[config.mk]
export PLATFORM = sky130hd
export DESIGN_NAME = unary_add_sched
export DESIGN_NICKNAME = d
export VERILOG_FILES = /design/src/rtl/unary_add_pkg.sv /design/src/rtl/unary_rr_arb.sv /design/src/rtl/unary_add_sched.sv
export SDC_FILE = /design/constraint.sdc
export NUM_CORES = 1
export LEC_CHECK = 0
export CORE_MARGIN = 1
export CORE_UTILIZATION = 50
export CTS_BUF_LIST = sky130_fd_sc_hd__clkbuf_16
export DETAILED_ROUTE_END_ITERATION = 7
export PLACE_DENSITY = 0.79
export SLEW_MARGIN = 20
export SYNTH_ARGS = -nofsm -noshare
export SYNTH_HDL_FRONTEND = slang
export SYNTH_SLANG_ARGS = --single-unit
[constraint.sdc]
create_clock -name clk -period 4 [get_ports clk]
set_input_delay 0.8 -clock clk [delete_from_list [all_inputs] [get_ports clk]]
set_output_delay 0.8 -clock clk [all_outputs]
set_load 0.01 [all_outputs]
[src/rtl/unary_add_pkg.sv]
// Shared types and defaults for the unary-adder job scheduler.
// Latency: n/a (declarations only); backpressure: n/a.
package unary_add_pkg;

  localparam int DEF_OP_W       = 4;
  localparam int DEF_STREAM_LEN = 2**DEF_OP_W - 1;
  localparam int DEF_RES_W      = DEF_OP_W + 1;
  localparam int DEF_DOUT_LAT   = 1;

  typedef enum logic [2:0] {
    IDLE,
    CLEAR,
    LOAD,
    DRAIN,
    RESP
  } state_t;

  // Write-out window: both operand streams can come back as ones, plus adder output lag.
  function automatic int drain_len(input int stream_len, input int dout_lat);
    return 2 * stream_len + dout_lat;
  endfunction

endpackage

[src/rtl/unary_rr_arb.sv]
// Round-robin pick of the first valid index at or after ptr; combinational.
// Latency: 0 cycles; backpressure: grant is suppressed while adv is low.
module unary_rr_arb #(
  parameter int NREQ  = 2,
  parameter int IDX_W = $clog2(NREQ)
) (
  input  logic [NREQ-1:0]  valid,
  input  logic [IDX_W-1:0] ptr,
  input  logic             adv,
  output logic [NREQ-1:0]  grant,
  output logic [IDX_W-1:0] idx
);

  logic             found;
  logic [IDX_W:0]   cand;

  always_comb begin
    found = 1'b0;
    idx   = '0;
    cand  = '0;
    for (int i = 0; i < NREQ; i++) begin
      cand = {1'b0, ptr} + (IDX_W+1)'(i);
      if (cand >= (IDX_W+1)'(NREQ))
        cand = cand - (IDX_W+1)'(NREQ);
      if (!found && valid[cand[IDX_W-1:0]]) begin
        found = 1'b1;
        idx   = cand[IDX_W-1:0];
      end
    end
    grant = '0;
    if (adv && found)
      grant[idx] = 1'b1;
  end

endmodule

[src/rtl/unary_add_sched.sv]
// Time-shares one unary adder among NREQ requesters: clear, stream operands, count dout ones.
// Latency: response 2+3*STREAM_LEN+DOUT_LAT cycles after grant; backpressure: holds RESP until rsp_ready.
module unary_add_sched
  import unary_add_pkg::*;
#(
  parameter int NREQ       = 2,
  parameter int OP_W       = DEF_OP_W,
  parameter int STREAM_LEN = 2**OP_W - 1,
  parameter int RES_W      = OP_W + 1,
  parameter int DOUT_LAT   = DEF_DOUT_LAT
) (
  input  logic                     clk,
  input  logic                     rst_n,
  input  logic [NREQ-1:0]          req_valid,
  output logic [NREQ-1:0]          req_ready,
  input  logic [NREQ*OP_W-1:0]     req_a,
  input  logic [NREQ*OP_W-1:0]     req_b,
  output logic                     rsp_valid,
  input  logic                     rsp_ready,
  output logic [$clog2(NREQ)-1:0]  rsp_id,
  output logic [RES_W-1:0]         rsp_sum,
  output logic                     rsp_c,
  output logic                     ua_rst_n,
  output logic                     ua_en,
  output logic                     ua_rw,
  output logic                     ua_a,
  output logic                     ua_b,
  input  logic                     ua_dout,
  input  logic                     ua_c
);

  localparam int ID_W      = $clog2(NREQ);
  localparam int DRAIN_LEN = drain_len(STREAM_LEN, DOUT_LAT);
  localparam int PH_W      = $clog2(DRAIN_LEN + 1);

  state_t            state, state_nx;
  logic [PH_W-1:0]   ph, ph_nx;
  logic [ID_W-1:0]   ptr, ptr_nx;
  logic [OP_W-1:0]   opa, opa_nx, opb, opb_nx;
  logic [ID_W-1:0]   id_nx;
  logic [RES_W-1:0]  sum_nx;
  logic              c_nx;
  logic [NREQ-1:0]   rdy_nx;
  logic              arb_adv;
  logic [NREQ-1:0]   gnt_oh;
  logic [ID_W-1:0]   gnt_idx;

  // A grant is only offered when no accept pulse is already outstanding.
  assign arb_adv = (state == IDLE) && !(|req_ready);

  unary_rr_arb #(
    .NREQ  (NREQ),
    .IDX_W (ID_W)
  ) u_arb (
    .valid (req_valid),
    .ptr   (ptr),
    .adv   (arb_adv),
    .grant (gnt_oh),
    .idx   (gnt_idx)
  );

  always_comb begin
    state_nx = state;
    ph_nx    = ph;
    ptr_nx   = ptr;
    opa_nx   = opa;
    opb_nx   = opb;
    id_nx    = rsp_id;
    sum_nx   = rsp_sum;
    c_nx     = rsp_c;
    rdy_nx   = '0;
    case (state)
      IDLE: begin
        if (|req_ready) begin
          state_nx = CLEAR;
        end else if (|gnt_oh) begin
          rdy_nx = gnt_oh;
          opa_nx = req_a[gnt_idx*OP_W +: OP_W];
          opb_nx = req_b[gnt_idx*OP_W +: OP_W];
          id_nx  = gnt_idx;
          ptr_nx = (gnt_idx == ID_W'(NREQ - 1)) ? '0 : gnt_idx + 1'b1;
        end
      end
      CLEAR: begin
        state_nx = LOAD;
        ph_nx    = '0;
        sum_nx   = '0;
        c_nx     = 1'b0;
      end
      LOAD: begin
        c_nx = rsp_c | ua_c;
        if (ph == PH_W'(STREAM_LEN - 1)) begin
          state_nx = DRAIN;
          ph_nx    = '0;
        end else begin
          ph_nx = ph + 1'b1;
        end
      end
      DRAIN: begin
        c_nx = rsp_c | ua_c;
        if (ua_dout && (rsp_sum != {RES_W{1'b1}}))
          sum_nx = rsp_sum + 1'b1;
        if (ph == PH_W'(DRAIN_LEN - 1))
          state_nx = RESP;
        else
          ph_nx = ph + 1'b1;
      end
      RESP: begin
        if (rsp_ready)
          state_nx = IDLE;
      end
      default: state_nx = IDLE;
    endcase
  end

  // Adder controls are registered from the next state so they line up with it cycle-for-cycle.
  always_ff @(posedge clk) begin
    if (!rst_n) begin
      state     <= IDLE;
      ph        <= '0;
      ptr       <= '0;
      opa       <= '0;
      opb       <= '0;
      req_ready <= '0;
      rsp_valid <= 1'b0;
      rsp_id    <= '0;
      rsp_sum   <= '0;
      rsp_c     <= 1'b0;
      ua_rst_n  <= 1'b0;
      ua_en     <= 1'b0;
      ua_rw     <= 1'b0;
      ua_a      <= 1'b0;
      ua_b      <= 1'b0;
    end else begin
      state     <= state_nx;
      ph        <= ph_nx;
      ptr       <= ptr_nx;
      opa       <= opa_nx;
      opb       <= opb_nx;
      req_ready <= rdy_nx;
      rsp_valid <= (state_nx == RESP);
      rsp_id    <= id_nx;
      rsp_sum   <= sum_nx;
      rsp_c     <= c_nx;
      ua_rst_n  <= (state_nx != CLEAR);
      ua_en     <= (state_nx == LOAD) || (state_nx == DRAIN);
      ua_rw     <= (state_nx == DRAIN);
      ua_a      <= (state_nx == LOAD) && (ph_nx < PH_W'(opa));
      ua_b      <= (state_nx == LOAD) && (ph_nx < PH_W'(opb));
    end
  end

endmodule

==> qor.txt, run 1 <==
status = completed
Starting Density = 52.53%
wire per inst = 13.67 µm
total grt overflow = 0
antenna cells = 0
most used cell, CP = o21ai_0
# IOs = 38
crit path cell chain = inv_1 -> o31a_1 -> o21ai_0 -> a21oi_1 -> ha_1 -> o21a_1 -> o21ai_0 -> nor2_1 -> a2111oi_2
sw frac = 26.74%
drt drc = 0
worst setup margin = 1209 ps
floorplan row count = 21
Reg clk slew, reported paths = 50 ps
CP Class = reg2reg
P_int = 746.2 µW
CTS Sinks = 32
power density cells = 436.5 mW/mm²
synth cell count leaders = 32 x dfxtp_1, 23 x nor2_1, 16 x inv_1
clock root buffer master = clkbuf_16
most common cell in the netlist = dfxtp_1
post-DR vias/cell = 5.459
ys async rst share = 0%
ys flop type = dfxtp_1
Area growth syn-to-layout = 32.08%
min Tclk post-route = 2791 ps
Slew @ Worst Pin = 660.3 ps
Filler Cell Count = 295
Crit. End Element = flip-flop
synthesized area = 0.001767 mm²
FF+latch count, synth = 32
synth top area cells = dfxtp_1 36%, ha_1 7.1%, a211oi_2 5.7%
initial antenna violation count = 0
Critical Path RT = 4170 ps
Detailed Route WL = 3841 µm
M1 WL = 1856 µm
Max Cap Viol = 0
R2R cell count = 9
combinational group share of total power = 21.0%
highest clock rate = 0.3584 GHz
post-route ant nets = 0
post-CTS setup buffers = 0
CTS buffer count = 5
Slowest Stage Delay on Critical Path = 670 ps
Clk pwr share = 42.4%
Post-synth EDFFs = 0
CTS max path bufs = 2
post-synthesis cell type count = 47
H-tree Lvls = 2
RSZ-0062 raised after global routing = false
detailed placer's ending HPWL = 2658 µm
met3 WL = 170 µm
via count = 1534
Tot GR Track Use = 23.31%
DR pass1 iterations = 4
Tcrit/Tclk final = 69.76%
global-route wire length before repair = 6244 µm
vias in the first global route = 1375
Seq. cell area = 640.6 µm²
top sig layer = met4
YS warnings = 0
Worst slew margin = 55.70%
CTS tree = yes
PostCTS Resize Cnt = 0
VDD IR-drop max = 0.2810 mV
multi-input logic area = 0.001018 mm²
Clk Latency, worst-skew pair = 280 ps
synthesized net count = 229
Inst Count DP = 273
largest net degree at the start of global routing = 20
sequential share of power = 36.6%
Clock Skew = 5.770 ps
Nets = 267
# port buffers = 37
DIE AREA = 0.003775 mm²
leakage = 0.8981 nW
width of the chip = 61.44 µm
Slew Viols, Final = 0
Place WS = 1231 ps
ratio of cells with drive above 1 in the final layout = 11.06%
RD Place Congestion = 0.9142
Worst Hold Depth = 2
final hold vios = 0
die height = 61.44 µm
final std cells w/o fill = 281
initial drt markers = 105
Critical Path AT = 2960 ps
Gate Count Post-Synth = 196
final setup fails = 0
slowest CP cell = dfxtp_1
Hold Buf Count CTS = 0
Net Sw Power = 272.4 µW
syn_area_per_cell = 9.014 µm²
core area = 0.003363 mm²
area share of the largest cell type after synthesis = 36.26%
Startpoint Class = flip-flop
wire length on met2 = 1724 µm
Yosys top cell by area = dfxtp_1
post-synthesis sequential area ratio = 36.26%
worst hold path type = reg2reg
CP Max Fanout = 16
setup_tns = 0 ps
==> registers in the layout, summed over array words and instances, names as in the netlist <==
register   count
opa            4
opb            4
ph             5
ptr            1
req_ready      2
rsp_c          1
rsp_id         1
rsp_sum        5
rsp_valid      1
state          3
ua_a           1
ua_b           1
ua_en          1
ua_rst_n       1
ua_rw          1
==> area by class of cell <==
cell class	instances	area share [%]
Clock inverter	3	1.823
Clock buffer	5	5.362
Timing Repair Buffer	39	16.51
Sequential cell	32	27.45
Tap cell	46	2.466
Inverter	17	2.735
Multi-Input combinational cell	139	43.65
==> final timing paths <==
| path | slack, ps | end | from |
|---|---|---|---|
| worst min-delay path | 470 | rsp_c | rsp_c |
| worst min register to register | 470 | rsp_c | rsp_c |
| worst max-delay path | 1210 | ua_b | state[1] |
| worst max register to register | 1210 | ua_b | state[1] |
==> power groups by stage <==
stage	clock network (mW)	registers, mW	logic (mW)
floorplan	0	0.374	0.151
global placement	0	0.379	0.209
detailed placement	0	0.380	0.210
CTS	0.437	0.373	0.215
finish	0.431	0.373	0.214
global route	0.453	0.378	0.239
==> metal layers <==
layer  GRT usage, %  vias to the layer above
met5              0                        -
met4          11.75                        0
met3          7.143                        8
met2          33.07                       46
met1          31.92                      693
li1               -                      787
==> metrics by stage <==
step	utilization, %	hold slack [ps]	area (µm²)	power, mW
floorplan	-	496.3	1767	0.5249
CTS	69.38	466.3	2333	1.024
global placement	64.40	446.3	2166	0.5879
global route	69.38	533.3	2333	1.070
detailed placement	64.40	458.0	2166	0.5901
finish	69.38	466.4	2333	1.019
==> placed cells by master (no fill, tap or decap), types with 6 or more instances in the layout <==
| cell | Yosys | routed |
|---|---|---|
| mux2i_1 | 9 | 9 |
| o21ai_0 | 10 | 10 |
| a211oi_2 | 8 | 8 |
| a21oi_1 | 6 | 6 |
| inv_1 | 16 | 16 |
| dfxtp_1 | 32 | 32 |
| clkdlybuf4s50_1 | 0 | 37 |
| nor2_1 | 23 | 23 |
| ha_1 | 10 | 10 |
| nand2_1 | 9 | 9 |
==> worst max-delay path, delay by kind of cell, from the launching register on <==
kind                     cells  cell delay [ps]
AO/OA/AOI/OAI                6             1440
flip-flops                   1              670
adder cells (fa/ha/maj)      1              280
buffers and inverters        1              190
AND/OR/NAND/NOR              1               90
==> cells by family (layout without fill, tap and decap cells) <==
logic type / Yosys count / in the layout / synth area share (%)
XOR/XNOR: 3 / 3 / 1.488
flip-flops: 32 / 32 / 36.26
AND/OR/NAND/NOR: 65 / 65 / 19.90
adder cells (fa/ha/maj): 10 / 10 / 7.082
AO/OA/AOI/OAI: 51 / 51 / 23.44
multiplexers: 10 / 10 / 5.737
buffers and inverters: 25 / 64 / 6.090
Note: power is estimated with default switching activity, not from simulation.
==> run 2: changes to the inputs <==
CORE_UTILIZATION = 45   (was 50)
PLACE_DENSITY = 0.75   (was 0.79)
clock period = 2.3 ns   (was 4 ns; I/O delays follow)
==> run 2 against run 1 <==
Effect of this change: die area rose by 11%; count of clock-buffer cells in the layout unchanged; clock skew about the same; worst setup slack got worse by 1300 ps; the run now ends with negative setup slack left; largest cell class unchanged; combinational power is 120% higher; largest power group is now sequential cells.
==> qor.txt, run 2 (synthesis results as in run 1) <==
initial antenna violation count = 0 (unchanged)
CP Class = reg2reg
floorplan row count = 22 (+4.8%)
worst hold path startpoint = rsp_c
Clk Latency, worst-skew pair = 270 ps (about the same)
GRT met3 Usage = 5.458% (-1.7 points)
most frequent cells in the layout = 37 x clkdlybuf4s50_1, 30 x buf_4, 28 x dfxtp_1
highest clock rate = 0.4217 GHz (+18%)
power density cells = 658.1 mW/mm² (+51%)
Slew Viols, Final = 0 (unchanged)
Slowest Stage Delay on Critical Path = 490 ps (-180 ps)
CTS buffer count = 5 (unchanged)
die height = 64.66 µm (+5.2%)
sequential share of power = 37.3% (+0.7 points)
Worst R2R Start = ph[3]
CTS max path bufs = 2 (unchanged)
post-route ant nets = 0 (unchanged)
RD Place Congestion = 0.9655 (+5.6%)
initial drt markers = 76 (-28%)
wire per inst = 14.45 µm (+5.7%)
Tot GR Track Use = 22.53% (-0.78 points)
DIE AREA = 0.004180 mm² (+11%)
Worst Hold Path EP = rsp_c
antenna cells = 0 (unchanged)
Area growth syn-to-layout = 48.51%
Critical Path AT = 2530 ps (-430 ps)
global-route wire length before repair = 7086 µm (+13%)
Startpoint Class = flip-flop
Slew @ Worst Pin = 441.4 ps (-218.9 ps)
sw frac = 28.41% (+1.7 points)
Critical Path RT = 2460 ps (-1710 ps)
P_int = 1.236 mW (+66%)
largest net degree at the start of global routing = 21 (+5.0%)
ratio of cells with drive above 1 in the final layout = 26.62% (+16 points)
cell area after placement = 0.002360 mm² (+9.0%)
Clock Skew = 5.840 ps (+0.06920 ps)
core area = 0.003716 mm² (+10%)
met2 usage = 35.92% (+2.8 points)
most common cell after layout, fill and taps aside = clkdlybuf4s50_1
Worst Hold Depth = 2 (unchanged)
min Tclk post-route = 2371 ps (-419.5 ps)
status = finished with violations
failing checks = negative setup slack
final std cells w/o fill = 311 (+11%)
drt drc = 0 (unchanged)
multi-input logic area = 0.001119 mm² (+9.8%)
CP Max Fanout = 7 (-9)
GRT busiest layer = met2
crit path cell chain = nand4b_1 -> buf_4 -> o21ai_2 -> nor2_1 -> or3_1 -> ha_1 -> o21ai_2 -> nor2_1 -> a2111oi_2
met1 Usage GRT = 29.19% (-2.7 points)
Starting Density = 47.54% (-5.0 points)
Net Sw Power = 490.5 µW (+80%)
combinational group share of total power = 26.9% (+5.9 points)
H-tree Lvls = 2 (unchanged)
leakage = 1.028 nW (+14%)
Nets = 295 (+10%)
final setup fails = 2 (+2)
Seq. cell area = 645.6 µm² (+0.78%)
reg2reg setup slack = -70 ps (-1280 ps)
worst hold path type = reg2reg
final hold vios = 0 (unchanged)
worst setup margin = -71.08 ps (-1281 ps)
reg2reg end = ua_a
Final Cell Area = 0.002624 mm² (+12%)
clock root buffer master = clkbuf_16
CTS Sinks = 32 (unchanged)
Filler Cell Count = 288 (-2.4%)
Hold Buf Count CTS = 0 (unchanged)
width of the chip = 64.66 µm (+5.2%)
RSZ-0062 raised after global routing = true
# port buffers = 37 (unchanged)
VDD IR-drop max = 0.5254 mV (+87%)
Reg clk slew, reported paths = 50 ps (about the same)
# IOs = 38 (unchanged)
Crit. End Element = flip-flop
detailed placer's ending HPWL = 3246 µm (+22%)
R2R cell count = 9 (unchanged)
Clk pwr share = 35.8% (-6.6 points)
slowest CP cell = dfxtp_1
CTS tree = yes
Worst slew margin = 70.26% (+15 points)
vias in the first global route = 1535 (+12%)
via count = 1723 (+12%)
largest registers = ph (5), rsp_sum (5)
Detailed Route WL = 4494 µm (+17%)
Inst Count DP = 299 (+9.5%)
Max Cap Viol = 0 (unchanged)
Tcrit/Tclk final = 103.1% (+33 points)
DR pass1 iterations = 4 (unchanged)
post-DR vias/cell = 5.540 (+1.5%)
total grt overflow = 0 (unchanged)
run 2: changes by cell type in the layout (fill, tap and decap cells not counted), moves of 3 or more:
cell | previous run | this run
buf_4 | 2 | 30
dfxtp_1 | 32 | 28
dfxtp_2 | 0 | 4
ha_1 | 10 | 6
ha_4 | 0 | 3
o21ai_0 | 10 | 5
o21ai_2 | 0 | 4
run 2: critical path, delay by kind of cell, from the launching register on:
kind	cells	cell delay [ps]
adder cells (fa/ha/maj)	1	310
flip-flops	1	490
AND/OR/NAND/NOR	4	750
AO/OA/AOI/OAI	3	530
buffers and inverters	1	180
run 2: worst max-delay path by stage:
stage | slack [ps] | cells after the start | from | to
after CTS | 0.3 | 12 | ph[0] | ua_b
after global placement | -150 | 11 | ph[0] | ua_b
after detailed placement | -160 | 11 | ph[0] | ua_a
final | -70 | 9 | ph[3] | ua_a
after floorplan | 10 | 11 | ph[0] | ua_a
after global routing | -150 | 11 | ph[0] | ua_a
run 2: routing by layer:
| metal | wire [µm] | vias to the layer above | part of all wire (%) |
|---|---|---|---|
| met4 | 70 | 0 | 1.6 |
| met2 | 2149 | 58 | 48 |
| met5 | 0 | - | 0 |
| li1 | - | 847 | - |
| met1 | 2032 | 811 | 45 |
| met3 | 242 | 7 | 5.4 |
run 2: final cells by class:
class	count	share of cell area, %
Tap cell	48	2.289
Timing Repair Buffer	67	22.70
Inverter	17	2.432
Sequential cell	32	24.61
Multi-Input combinational cell	139	42.63
Clock inverter	3	0.5722
Clock buffer	5	4.769
run 2: what timing repair did:
item,in CTS,in global routing
pin swaps,4,7
setup buffers,2,2
resized for setup,10,9
endpoints found under the setup margin,2,2
run 2: per-stage QoR:
step	TNS, ps	util (%)	power [mW]	setup slack [ps]	hold WS, ps
3_3_place_gp	-286.3	63.50	1.076	-146.4	447.0
3_5_place_dp	-301.0	63.50	1.081	-162.2	463.6
6_report	-118.9	70.61	1.727	-71.08	471.8
5_1_grt	-255.0	70.61	1.803	-146.9	508.4
2_1_floorplan	0	-	0.9161	10.97	496.3
4_1_cts	0	68.62	1.720	0.2702	477.6
run 2: power by group through the flow:
stage               clock network [mW]  logic [mW]  registers (mW)
floorplan                            0       0.265           0.651
global placement                     0       0.425           0.651
detailed placement                   0       0.428           0.653
CTS                              0.628       0.448           0.643
global route                     0.648       0.505           0.650
finish                           0.619       0.464           0.644
==> run 3: changes to the inputs <==
ABC_AREA = 1   (was not set)
CELL_PAD_IN_SITES_DETAIL_PLACEMENT = 1   (was not set)
CELL_PAD_IN_SITES_GLOBAL_PLACEMENT = 1   (was not set)
CORE_UTILIZATION = 32   (was 45)
PLACE_DENSITY = not set   (was 0.75)
PLACE_DENSITY_LB_ADDON = 0.1   (was not set)
==> run 3 against run 2 <==
Effect of this change: the run now ends clean; combinational power shrank 13%; power grew 3.6%; cell count grew 5.8%; area after synthesis shrank 7.9%; synthesized cell count grew 10%; clock power grew 20%; worst setup slack gained 320 ps; sequential share of layout area grew 3.8 points; utilization shrank 24 points; non-clock buffer count shrank 27.
==> qor.txt, run 3 <==
PostCTS Resize Cnt = 0 (-10)
Reg clk slew, reported paths = 50 ps (about the same)
CP Max Fanout = 3 (-4)
post-synthesis cell type count = 29 (-38%)
setup_tns = 0 ps (+118.9 ps)
area share of the largest cell type after synthesis = 39.38% (+3.1 points)
clock root buffer master = clkbuf_16
synth top area cells = dfxtp_1 39%, nand2_1 12%, ha_1 7.7%
Startpoint Class = flip-flop
# port buffers = 37 (unchanged)
RSZ-0062 raised after global routing = false
Post-synth EDFFs = 0 (unchanged)
Critical Path RT = 2510 ps (+50 ps)
Crit path max-delay family = adder cells
Worst slew margin = 78.69% (+8.4 points)
CP bufs+invs = 3 (+2)
crit path cell chain = inv_1 -> ha_1 -> nand4_1 -> inv_1 -> nand2_1 -> inv_1 -> o21ai_0 -> nand2_1 -> ha_1 -> a21oi_1 -> nand2_1 -> a21oi_2
Clock Skew = 6.197 ps (+0.3572 ps)
DR pass1 iterations = 4 (unchanged)
Area growth syn-to-layout = 38.69%
Tot GR Track Use = 16.55% (-6.0 points)
Yosys top cell by area = dfxtp_1
CTS Sinks = 32 (unchanged)
global-route wire length before repair = 6762 µm (-4.6%)
slowest CP cell = dfxtp_1
most common cell in the netlist = nand2_1
total grt overflow = 0 (unchanged)
Gate Count Post-Synth = 216 (+10%)
via count = 1512 (-12%)
Place WS = 244.7 ps (+406.9 ps)
final hold vios = 0 (unchanged)
core area = 0.004817 mm² (+30%)
status = completed
post-synthesis sequential area ratio = 39.38% (+3.1 points)
Worst R2R Start = ph[0]
Slew Viols, Final = 0 (unchanged)
initial drt markers = 82 (+7.9%)
worst setup path startpoint = ph[0]
initial antenna violation count = 0 (unchanged)
synthesized net count = 249 (+8.7%)
post-DR vias/cell = 4.596 (-17%)
VDD IR-drop max = 0.5544 mV (+5.5%)
worst setup margin = 253.1 ps (+324.2 ps)
synth cell count leaders = 50 x nand2_1, 33 x inv_1, 32 x dfxtp_1
drt drc = 0 (unchanged)
CTS tree = yes
ys flop type = dfxtp_1
vias in the first global route = 1526 (-0.59%)
width of the chip = 73.30 µm (+13%)
syn_area_per_cell = 7.530 µm² (-16%)
Starting Density = 33.77% (-14 points)
worst hold path startpoint = rsp_c
Clk Latency, worst-skew pair = 280 ps (about the same)
die height = 73.30 µm (+13%)
Nets = 294 (-0.34%)
reg2reg end = ua_b
DIE AREA = 0.005372 mm² (+29%)
# IOs = 38 (unchanged)
ys async rst share = 0% (unchanged)
synthesized area = 0.001627 mm² (-7.9%)
worst hold path type = reg2reg
highest clock rate = 0.4885 GHz (+16%)
leakage = 0.9931 nW (-3.4%)
Tcrit/Tclk final = 88.99% (-14 points)
Detailed Route WL = 3903 µm (-13%)
largest registers = ph (5), rsp_sum (5)
post-CTS setup buffers = 0 (-2)
CTS buffer count = 5 (unchanged)
reg2reg setup slack = 250 ps (+320 ps)
Crit. End Element = flip-flop
RD Place Congestion = 0.8092 (-16%)
WP depth = 12 (+3)
most common cell after layout, fill and taps aside = nand2_1
YS warnings = 0 (unchanged)
wire per inst = 11.86 µm (-18%)
antenna cells = 0 (unchanged)
most frequent cells in the layout = 50 x nand2_1, 37 x clkdlybuf4s50_1, 34 x inv_1
Slew @ Worst Pin = 318.5 ps (-122.9 ps)
Slowest Stage Delay on Critical Path = 320 ps (-170 ps)
R2R cell count = 12 (+3)
post-route ant nets = 0 (unchanged)
Hold Buf Count CTS = 0 (unchanged)
power density cells = 792.7 mW/mm² (+20%)
detailed placer's ending HPWL = 3130 µm (-3.6%)
largest net degree at the start of global routing = 14 (-33%)
Max Cap Viol = 0 (unchanged)
ratio of cells with drive above 1 in the final layout = 12.21% (-14 points)
Critical Path AT = 2260 ps (-270 ps)
final setup fails = 0 (-2)
min Tclk post-route = 2047 ps (-324.2 ps)
floorplan row count = 25 (+14%)
CP endpoint = ua_b
CTS max path bufs = 2 (unchanged)
FF+latch count, synth = 32 (unchanged)
CP Class = reg2reg
H-tree Lvls = 2 (unchanged)
==> run 3: changes by cell type in the layout (fill, tap and decap cells not counted), moves of 5 or more <==
cell	before	now
nand3_1	2	10
a211oi_2	8	0
a31oi_1	3	8
nand2_2	0	6
mux2i_1	9	0
a21oi_1	5	11
nor2_1	23	15
nand2_1	9	50
inv_1	16	34
buf_4	30	3
==> run 3: cell type report <==
class,count,area [µm²]
clock buffers,5,125.1
well taps,67,83.83
multi-input cells,144,832.0
flip-flops and latches,32,640.6
clock inverters,3,38.79
fillers,618,2561
repair buffers,40,392.9
inverters,38,142.6
==> run 3: worst min-delay path by stage <==
stage	slack, ps	to	depth (start not counted)
floorplan	440	ptr	2
global placement	440	rsp_c	2
detailed placement	440	rsp_c	2
CTS	450	rsp_c	2
global route	470	rsp_c	2
finish	450	rsp_c	2
==> run 3: metrics by stage <==
stage | total power [mW] | util (%) | cell area [µm²] | cells | hold WS, ps
floorplan | 0.9126 | - | 1627 | 216 | 443.6
global placement | 1.053 | 43.43 | 2092 | 321 | 439.9
detailed placement | 1.058 | 43.43 | 2092 | 321 | 443.5
CTS | 1.813 | 46.83 | 2256 | 329 | 451.6
global route | 1.891 | 46.83 | 2256 | 329 | 469.1
finish | 1.788 | 46.83 | 2256 | 329 | 447.9
==> run 3: kinds of logic (layout without fill, tap and decap cells) <==
logic type               Yosys count  in the layout  synth area share, %
adder cells (fa/ha/maj)           10             10                7.692
flip-flops                        32             32                39.38
buffers and inverters             40             86                9.461
XOR/XNOR                           3              3                1.616
AND/OR/NAND/NOR                   97             97                27.92
AO/OA/AOI/OAI                     34             34                13.92
==> run 3: power by group <==
part / leakage (nW) / switching (mW) / total, mW / internal [mW]
logic: 0.647 / 0.235 / 0.402 / 0.167
clock network: 0.0850 / 0.240 / 0.745 / 0.504
registers: 0.261 / 0.0327 / 0.642 / 0.609
==> run 3: worst register-to-register path, delay by kind of cell, from the launching register on <==
family | cells | cell delay (ps)
and+or+nand+nor | 4 | 500
AOI/OAI and AO/OA | 3 | 480
adders and majority gates | 2 | 510
buffers and inverters | 3 | 180
DFF | 1 | 320
==> run 3: per-layer routing <==
layer	wire, µm	up-vias	global-route usage (%)
li1	-	793	-
met4	53	0	5.128
met3	139	5	4.938
met5	0	-	0
met1	1787	691	20.29
met2	1923	23	27.88
